[src/rtl/sipo_rx.sv]
// sipo_rx: serial-in parallel-out receiver with sof framing,
// a registered valid/ready output stage and a sticky overrun flag.
//
// Ports:
//   clk        rising-edge clock
//   rst        asynchronous active-high reset
//   sin        serial data bit
//   sin_valid  qualifies sin and sof on this edge
//   sof        start of frame: current bit becomes bit 0 of a word
//   pout       assembled word (registered)
//   pout_valid pout holds an unconsumed word
//   pout_ready downstream accepts pout when pout_valid is also high
//   busy       a partial word is being assembled
//   bit_cnt    bits collected in the current partial word
//   overrun    sticky: a completed word was dropped
//   ovr_clr    synchronous clear of overrun
module sipo_rx #(
    parameter int WIDTH     = 4,
    parameter bit MSB_FIRST = 1'b1,
    localparam int CW = (WIDTH > 2) ? $clog2(WIDTH) : 1
) (
    input  logic             clk,
    input  logic             rst,
    input  logic             sin,
    input  logic             sin_valid,
    input  logic             sof,
    output logic [WIDTH-1:0] pout,
    output logic             pout_valid,
    input  logic             pout_ready,
    output logic             busy,
    output logic [CW-1:0]    bit_cnt,
    output logic             overrun,
    input  logic             ovr_clr
);

    typedef enum logic {
        IDLE,
        SHIFT
    } state_e;

    localparam logic [CW-1:0] LAST = CW'(WIDTH - 1);

    state_e           state_q, state_d;
    logic [WIDTH-1:0] shreg_q, shreg_d;
    logic [CW-1:0]    cnt_q, cnt_d;
    logic [WIDTH-1:0] pout_q, pout_d;
    logic             pv_q, pv_d;
    logic             ovr_q, ovr_d;

    logic [WIDTH-1:0] shifted;
    logic [WIDTH-1:0] first;
    logic             complete;
    logic             ovr_set;

    // Word with the current bit appended, and a fresh word holding
    // only the current bit (used on sof).
    always_comb begin
        if (MSB_FIRST) begin
            shifted = {shreg_q[WIDTH-2:0], sin};
            first   = {{(WIDTH-1){1'b0}}, sin};
        end else begin
            shifted = {sin, shreg_q[WIDTH-1:1]};
            first   = {sin, {(WIDTH-1){1'b0}}};
        end
    end

    // sof on the last bit position is a restart, never a completion.
    assign complete = (state_q == SHIFT) && sin_valid && !sof
                      && (cnt_q == LAST);

    always_comb begin
        state_d = state_q;
        shreg_d = shreg_q;
        cnt_d   = cnt_q;
        pout_d  = pout_q;
        pv_d    = pv_q;
        ovr_d   = ovr_q;
        ovr_set = 1'b0;

        if (sin_valid && sof) begin
            state_d = SHIFT;
            shreg_d = first;
            cnt_d   = CW'(1);
        end else if (sin_valid && state_q == SHIFT) begin
            if (complete) begin
                state_d = IDLE;
                shreg_d = shifted;
                cnt_d   = '0;
            end else begin
                shreg_d = shifted;
                cnt_d   = cnt_q + CW'(1);
            end
        end

        if (pv_q && pout_ready) begin
            pv_d = 1'b0;
        end

        // A word can be loaded if the slot is empty or freed this edge.
        if (complete) begin
            if (!pv_q || pout_ready) begin
                pout_d = shifted;
                pv_d   = 1'b1;
            end else begin
                ovr_set = 1'b1;
            end
        end

        if (ovr_clr) begin
            ovr_d = 1'b0;
        end
        if (ovr_set) begin
            ovr_d = 1'b1;
        end
    end

    always_ff @(posedge clk or posedge rst) begin
        if (rst) begin
            state_q <= IDLE;
            shreg_q <= '0;
            cnt_q   <= '0;
            pout_q  <= '0;
            pv_q    <= 1'b0;
            ovr_q   <= 1'b0;
        end else begin
            state_q <= state_d;
            shreg_q <= shreg_d;
            cnt_q   <= cnt_d;
            pout_q  <= pout_d;
            pv_q    <= pv_d;
            ovr_q   <= ovr_d;
        end
    end

    assign pout       = pout_q;
    assign pout_valid = pv_q;
    assign busy       = (state_q == SHIFT);
    assign bit_cnt    = cnt_q;
    assign overrun    = ovr_q;

endmodule

[config.mk]
export PLATFORM = sky130hd
export DESIGN_NAME = sipo_rx
export DESIGN_NICKNAME = d
export VERILOG_FILES = /design/src/rtl/sipo_rx.sv
export SDC_FILE = /design/constraint.sdc
export NUM_CORES = 1
export LEC_CHECK = 0
export CORE_MARGIN = 2
export CORE_UTILIZATION = 33
export DETAILED_ROUTE_END_ITERATION = 7
export GPL_TIMING_DRIVEN = 0
export PLACE_DENSITY = 0.58
export RECOVER_POWER = 25
export SYNTH_ARGS = -nofsm -noshare
export SYNTH_HDL_FRONTEND = slang
export SYNTH_SLANG_ARGS = --single-unit
[constraint.sdc]
create_clock -name clk -period 1.71 [get_ports clk]
set_input_delay 0.171 -clock clk [delete_from_list [all_inputs] [get_ports clk]]
set_output_delay 0.171 -clock clk [all_outputs]
set_load 0.02 [all_outputs]
---- Word level (Yosys, flattened, before mapping) ----
Index checks and enable logic that the tools add are counted.
storage, ports and cells
  logic and storage cells ................. 36
  output and inout bits ................... 9
  register bits ........................... 12
cells by class
  add/subtract/negate cells ............... 1
  mux-type cells .......................... 15
  equal/unequal tests ..................... 1
  reductions and logical operators ........ 13
operator list
  operator               count
  $mux W1                10
  $mux W2                3
  $mux W3                2
  $reduce_bool A2 Y1     3
  $logic_and A1 B1 Y1    5
  $reduce_and A2 Y1      2
  $add A2 B1 Y2 const B  1
  $eq A2 B2 Y1 const B   1
  $logic_not A1 Y1       2
  $logic_or A1 B1 Y1     1

---- Logic depth before layout (Yosys ltp) ----
Gate-level depths: netlist (run 1).
  depth in word-level cells ............... 6
  mapped depth ............................ 4

---- Least setup slack after synthesis (run 1) ----
Ideal clock, no wire load.
  kind .................................... flip-flop to flip-flop
  start ................................... register cnt_q[0] (netlist: bit_cnt[0])
  end ..................................... register pout_q[0] (netlist: pout[0])
  library setup time ...................... 125 ps
  buffers on the path ..................... 0
  arrival time ............................ 1358 ps
  period minus slack after synthesis ...... 1483 ps
  path slack .............................. 227 ps
  stages on the path, launching flop included .. 5
  path through ............................ dfrtp_1 -> ha_1 -> nand4b_2 -> nor2b_4 -> mux2_2
on the way
  cells in the longest elaborated chain, start to end .. 3
RTL lines
  item                         line  source
  start: declaration           45    logic [CW-1:0] cnt_q, cnt_d;
  start signal: assignment     128   cnt_q <= cnt_d;
  $eq A2 B2 Y1                 69    && (cnt_q == LAST);
  $logic_and A1 B1 Y1          69
  $reduce_and A2 Y1 (no line)  --
  end signal: assignment       129   pout_q <= pout_d;
  end: declaration             46    logic [WIDTH-1:0] pout_q, pout_d;
Every way passes these cells.
A chain may end at the register's enable or synchronous reset.

---- Worst setup path in the final report (run 1) ----
  start ................................... register state_q (netlist: busy)
  end ..................................... output port busy
RTL lines
  item                      line  source
  start: declaration        43    state_e state_q, state_d;
  start signal: assignment  126   state_q <= state_d;
  end: declaration          30    output logic busy,
No word-level cell between the ends.

==> results.json, run 1 <==
{
  "status": "complete, no violations",
  "syn_to_final_growth_pct": 41.6,
  "tritoncts": "built",
  "yosysSeqAreaShare_pct": 60.9,
  "finalWirelength_um": 931,
  "internal_power_mw": 0.715,
  "grt_usage_pct": 11.2,
  "power.share.combinational_pct": 38.1,
  "grt_pass1_vias": 368,
  "layout_min_cycle_time_ps": 1530,
  "fin_crit_sh_pct": 89.7,
  "die_area_sq_um": 1820,
  "cts_buffer_depth": 2,
  "synth_async_sr_flop_share_pct": 100,
  "leakagePower_nw": 0.325,
  "endpoint_kind": "output pin",
  "worstPathArrival_ps": 1360,
  "finalPower_mw": 1.06,
  "synth_top_cell_by_area": "dfrtp_1",
  "synth_area_sq_um": 493,
  "slew_headroom_pct": 70.6,
  "critPathTopFamily": "buffers and inverters",
  "ys.flop_type": "dfrtp_1",
  "finalClockSkew_ps": 2.04,
  "netSwitchingFraction_pct": 32.4,
  "setup_violations": 0,
  "dp.cells": 67,
  "syn-num-nets": 45,
  "num_vias": 370,
  "antenna_found_initial": 0,
  "synthTopCellsByCount": "dfrtp_1 (12), mux2_2 (5), nand2_1 (5), a22o_1 (4), inv_1 (2)",
  "vias_per_cell": 5.21,
  "grt_max_degree": 13,
  "hold_class": "in2async",
  "fin_area_sq_um": 698,
  "overflow": 0,
  "drc": 0,
  "port_buffers": 15,
  "clk_pin_slew_ps": 80,
  "r2r_slack_ps": 210,
  "peakVddDrop_uv": 633,
  "yosys_warnings": 0,
  "fp.dieH_um": 42.7,
  "path_max_fanout": 6,
  "io_pins": 16,
  "tns_ps": 0,
  "yosysMostFrequentCell": "dfrtp_1",
  "root_buffer": "clkbuf_4",
  "synth_cell_types": 14,
  "fin_util_pct": 51.7,
  "cts.sinks": 12,
  "tightest_slew_ps": 440,
  "pwr-share-clk_pct": 20.8,
  "max_freq_ghz": 0.652,
  "rsz0062_at_grt": "no",
  "cp.required_ps": 1540,
  "pwr-share-seq_pct": 41.0,
  "final_cells": 71,
  "maxCapViolations": 0,
  "dp_hpwl_um": 738,
  "placed_cell_area_sq_um": 662,
  "coreArea_sq_um": 1350,
  "synth-edff-count": 0,
  "grt_pass1_wl_um": 1570,
  "fin_nets": 65,
  "numCtsBuffers": 3,
  "cts_resized": 0,
  "ys_seq_elements": 12,
  "drtAntennaViolNets": 0,
  "cp_slowest_cell": "clkdlybuf4s50_1",
  "slew_viol_final": 0,
  "syn_area_per_cell_sq_um": 13.3,
  "path_cells": "clkdlybuf4s50_1",
  "cts_max_level": 1,
  "synth_top_area_share_pct": 60.9,
  "initial_core_util_pct": 36.5,
  "critical-path-max-stage-delay_ps": 650,
  "rows": 13,
  "diodes": 0,
  "clk_latency_ps": 260,
  "gp_congestion": 0.719,
  "post_cts_buffers": 0,
  "wl_per_cell_um": 13.1,
  "synthCells": 37,
  "die_x_um": 42.7,
  "drt_iter0_drc": 9,
  "cts_hold_buf": 0,
  "power.density_nw_per_um2": 1510,
  "path_buf_inv": 1,
  "drt-pass1-iter-count": 4,
  "crit_type": "reg2out",
  "startpoint_type": "register",
  "hold_violations": 0,
  "final_layout_size_suffix_gt1_share_pct": 19.6,
  "synth_area_leaders": "dfrtp_1 (61%), mux2_2 (11%), a22o_1 (7.1%)",
  "p_sw_mw": 0.342
}
final cells by class:
class / count / area (sq um)
timing repair buffer: 15 / 150
fill: 123 / 652
sequential: 12 / 300
inverter: 2 / 7.51
clock buffer: 4 / 36.3
multi-input combinational: 23 / 185
tap: 15 / 18.8
state kept, by name (all words and copies together), names as in the netlist:
signal / count
busy: 1
pout_valid: 1
overrun: 1
shreg_q: 3
bit_cnt: 2
pout: 4
worst reg2reg max path, delay by kind of cell (launching register included):
kind	cells	cell delay [ps]
multiplexers	1	350
flip-flops	1	410
AND/OR/NAND/NOR	2	390
adder cells (fa/ha/maj)	1	240
layer usage:
layer	track usage, %	vias to the layer above	part of all wire (%)
li1	-	168	-
met1	13.0	178	43
met2	20.0	24	51
met3	2.55	0	5.8
met4	3.75	0	0
met5	0	-	0
cells in the final DEF (no fill, tap or decap), types with 2 or more instances in the layout:
cell type,netlist,routed
inv_1,2,2
a22o_1,4,4
nand2_1,5,5
clkbuf_4,0,3
mux2_2,5,5
clkdlybuf4s50_1,0,14
dfrtp_1,12,12
final timing paths:
kind / from / to / cells past startpoint
setup / recovery: busy$_DFFE_PP0P_ / busy / 1
hold / removal: rst / pout_valid$_DFF_PP0_ / 2
setup reg to reg: bit_cnt[0]$_DFFE_PP0P_ / pout[3]$_DFFE_PP0P_ / 4
hold reg to reg: pout[3]$_DFFE_PP0P_ / pout[3]$_DFFE_PP0P_ / 1
max in group asynchronous: rst / shreg_q[1]$_DFFE_PP0P_ / 2
min in group clk: ovr_clr / overrun$_DFFE_PP0P_ / 2
kinds of logic after synthesis:
group	share of synthesized area, %
buf+inv	1.52
mux	11.4
flops	60.9
fa+ha+maj	2.54
compound gates	10.4
simple gates	13.2
through the flow:
step                      worst slack (ps)  hold WS (ps)
after detailed placement              84.8           497
after floorplan                        227          35.7
after CTS                              170           213
after global routing                   147           383
after global placement                 124           481
final                                  176           340
power by group through the flow:
stage | clock (mW) | combinational, mW | sequential [mW]
after detailed placement | 0 | 0.408 | 0.438
after CTS | 0.230 | 0.409 | 0.433
after floorplan | 0 | 0.127 | 0.518
final | 0.220 | 0.403 | 0.433
after global routing | 0.240 | 0.430 | 0.445
after global placement | 0 | 0.394 | 0.429
(Power assumes the default switching activity.)
==> run 2: changes to the inputs <==
GPL_ROUTABILITY_DRIVEN = 0   (was default)
==> results of run 2 <==
No change in the layout: final DEF, timing and power equal those of run 1.
==> run 3: changes to the inputs <==
CORE_AREA = 2 2 39 41   (was default)
CORE_MARGIN = default   (was 2)
CORE_UTILIZATION = default   (was 33)
DIE_AREA = 0 0 41 43   (was default)
PLACE_DENSITY = 0.64   (was 0.58)
==> results.json, run 3 (same netlist as run 1, synthesis figures left out) <==
{
  "status": "complete, no violations",
  "setup_violations": 0,
  "r2r_slack_ps": 270,
  "finalWirelength_um": 886,
  "slew_headroom_pct": 70.0,
  "drtAntennaViolNets": 0,
  "path_buf_inv": 1,
  "cp_slowest_cell": "clkdlybuf4s50_1",
  "reg2regPathDepth": 4,
  "cts_buffer_depth": 2,
  "startpoint_type": "register",
  "grt_pass1_wl_um": 1440,
  "fp.dieH_um": 43,
  "pwr-share-seq_pct": 43.5,
  "drc": 0,
  "finalPower_mw": 0.993,
  "pwr-share-clk_pct": 17.0,
  "cts_hold_buf": 0,
  "layout_min_cycle_time_ps": 1520,
  "critical-path-max-stage-delay_ps": 640,
  "die_area_sq_um": 1760,
  "clk_pin_slew_ps": 70,
  "root_buffer": "clkbuf_4",
  "regArea_sq_um": 300,
  "rr_endpoint": "pout[1]$_DFFE_PP0P_",
  "drt-pass1-iter-count": 2,
  "worstPathArrival_ps": 1350,
  "hold_violations": 0,
  "overflow": 0,
  "fillers": 140,
  "p_sw_mw": 0.328,
  "grt_max_degree": 13,
  "finalClockSkew_ps": 3.25,
  "power.share.combinational_pct": 39.5,
  "final_cells": 71,
  "port_buffers": 15,
  "clk_latency_ps": 270,
  "rsz0062_at_grt": "no",
  "rows": 14,
  "dp_hpwl_um": 658,
  "cp.required_ps": 1540,
  "post_cts_buffers": 0,
  "grt_usage_pct": 12.5,
  "final_layout_size_suffix_gt1_share_pct": 18.2,
  "die_x_um": 41,
  "tritoncts": "built",
  "layout_common_cells": "clkdlybuf4s50_1 (14), dfrtp_1 (12), mux2_2 (5), nand2_1 (5), a22o_1 (4)",
  "critPathTopFamily": "buffers and inverters",
  "num_vias": 347,
  "endpoint_kind": "output pin",
  "drt_iter0_drc": 3,
  "tightest_slew_ps": 449,
  "layout_commonest_cell": "clkdlybuf4s50_1",
  "antenna_found_initial": 0,
  "power.density_nw_per_um2": 1450,
  "leakagePower_nw": 0.317,
  "max_freq_ghz": 0.659,
  "hold_class": "in2async",
  "internal_power_mw": 0.665,
  "numCtsBuffers": 3,
  "tns_ps": 0,
  "cts_resized": 0,
  "initial_core_util_pct": 35.6,
  "reg2reg_from": "bit_cnt[0]$_DFFE_PP0P_",
  "dp.cells": 68,
  "cts_max_level": 1,
  "largest_register_ffs": 4,
  "maxCapViolations": 0,
  "path_cells": "clkdlybuf4s50_1",
  "fin_nets": 65,
  "netSwitchingFraction_pct": 33.0,
  "diodes": 0,
  "grt_pass1_vias": 346,
  "coreArea_sq_um": 1380,
  "peakVddDrop_uv": 587,
  "crit_type": "reg2out",
  "multiInputGateArea_sq_um": 185,
  "slew_viol_final": 0,
  "fin_crit_sh_pct": 88.8,
  "cts.sinks": 12,
  "vias_per_cell": 4.89,
  "wl_per_cell_um": 12.5,
  "path_max_fanout": 6,
  "io_pins": 16,
  "syn_to_final_growth_pct": 39.1
}
run 3: cell types whose count changed in the layout (fill, tap and decap cells not counted):
cell | previous run | this run
clkbuf_8 | 1 | 0
run 3: metal layers:
| layer | up-vias | part of all wire, % | GRT usage (%) |
|---|---|---|---|
| met2 | 11 | 49 | 18.1 |
| met3 | 0 | 6.9 | 3.66 |
| met5 | - | 0 | 0 |
| li1 | 167 | - | - |
| met1 | 169 | 44 | 14.5 |
| met4 | 0 | 0 | 10.0 |
run 3: worst max-delay path by stage:
stage	start	slack, ps	end	cells past startpoint
final	busy$_DFFE_PP0P_	190	busy	1
after global routing	busy$_DFFE_PP0P_	120	busy	1
after CTS	busy$_DFFE_PP0P_	160	busy	1
after detailed placement	sof	100	pout[3]$_DFFE_PP0P_	4
after global placement	sof	90	pout[3]$_DFFE_PP0P_	4
after floorplan	bit_cnt[0]$_DFFE_PP0P_	230	pout[0]$_DFFE_PP0P_	4
run 3: metrics by stage:
step                      area (sq um)  hold WS (ps)  util, %  setup slack, ps
final                              686           346     49.5              192
after global routing               686           383     49.5              121
after floorplan                    493          35.7        -              227
after detailed placement           663           499     47.9             97.0
after global placement             663           491     47.9             94.5
after CTS                          686           219     49.5              163
run 3: cell type report:
class                      count  area share [%]
tap                           16            2.92
inverter                       2            1.09
multi-input combinational     23            27.0
sequential                    12            43.8
clock buffer                   3            3.28
timing repair buffer          15            21.9
run 3: power by group through the flow:
| stage | Clock [mW] | Sequential [mW] | Combinational [mW] |
|---|---|---|---|
| finish | 0.169 | 0.432 | 0.392 |
| global route | 0.192 | 0.445 | 0.430 |
| CTS | 0.180 | 0.434 | 0.397 |
| detailed placement | 0 | 0.439 | 0.395 |
| global placement | 0 | 0.435 | 0.392 |
| floorplan | 0 | 0.518 | 0.127 |
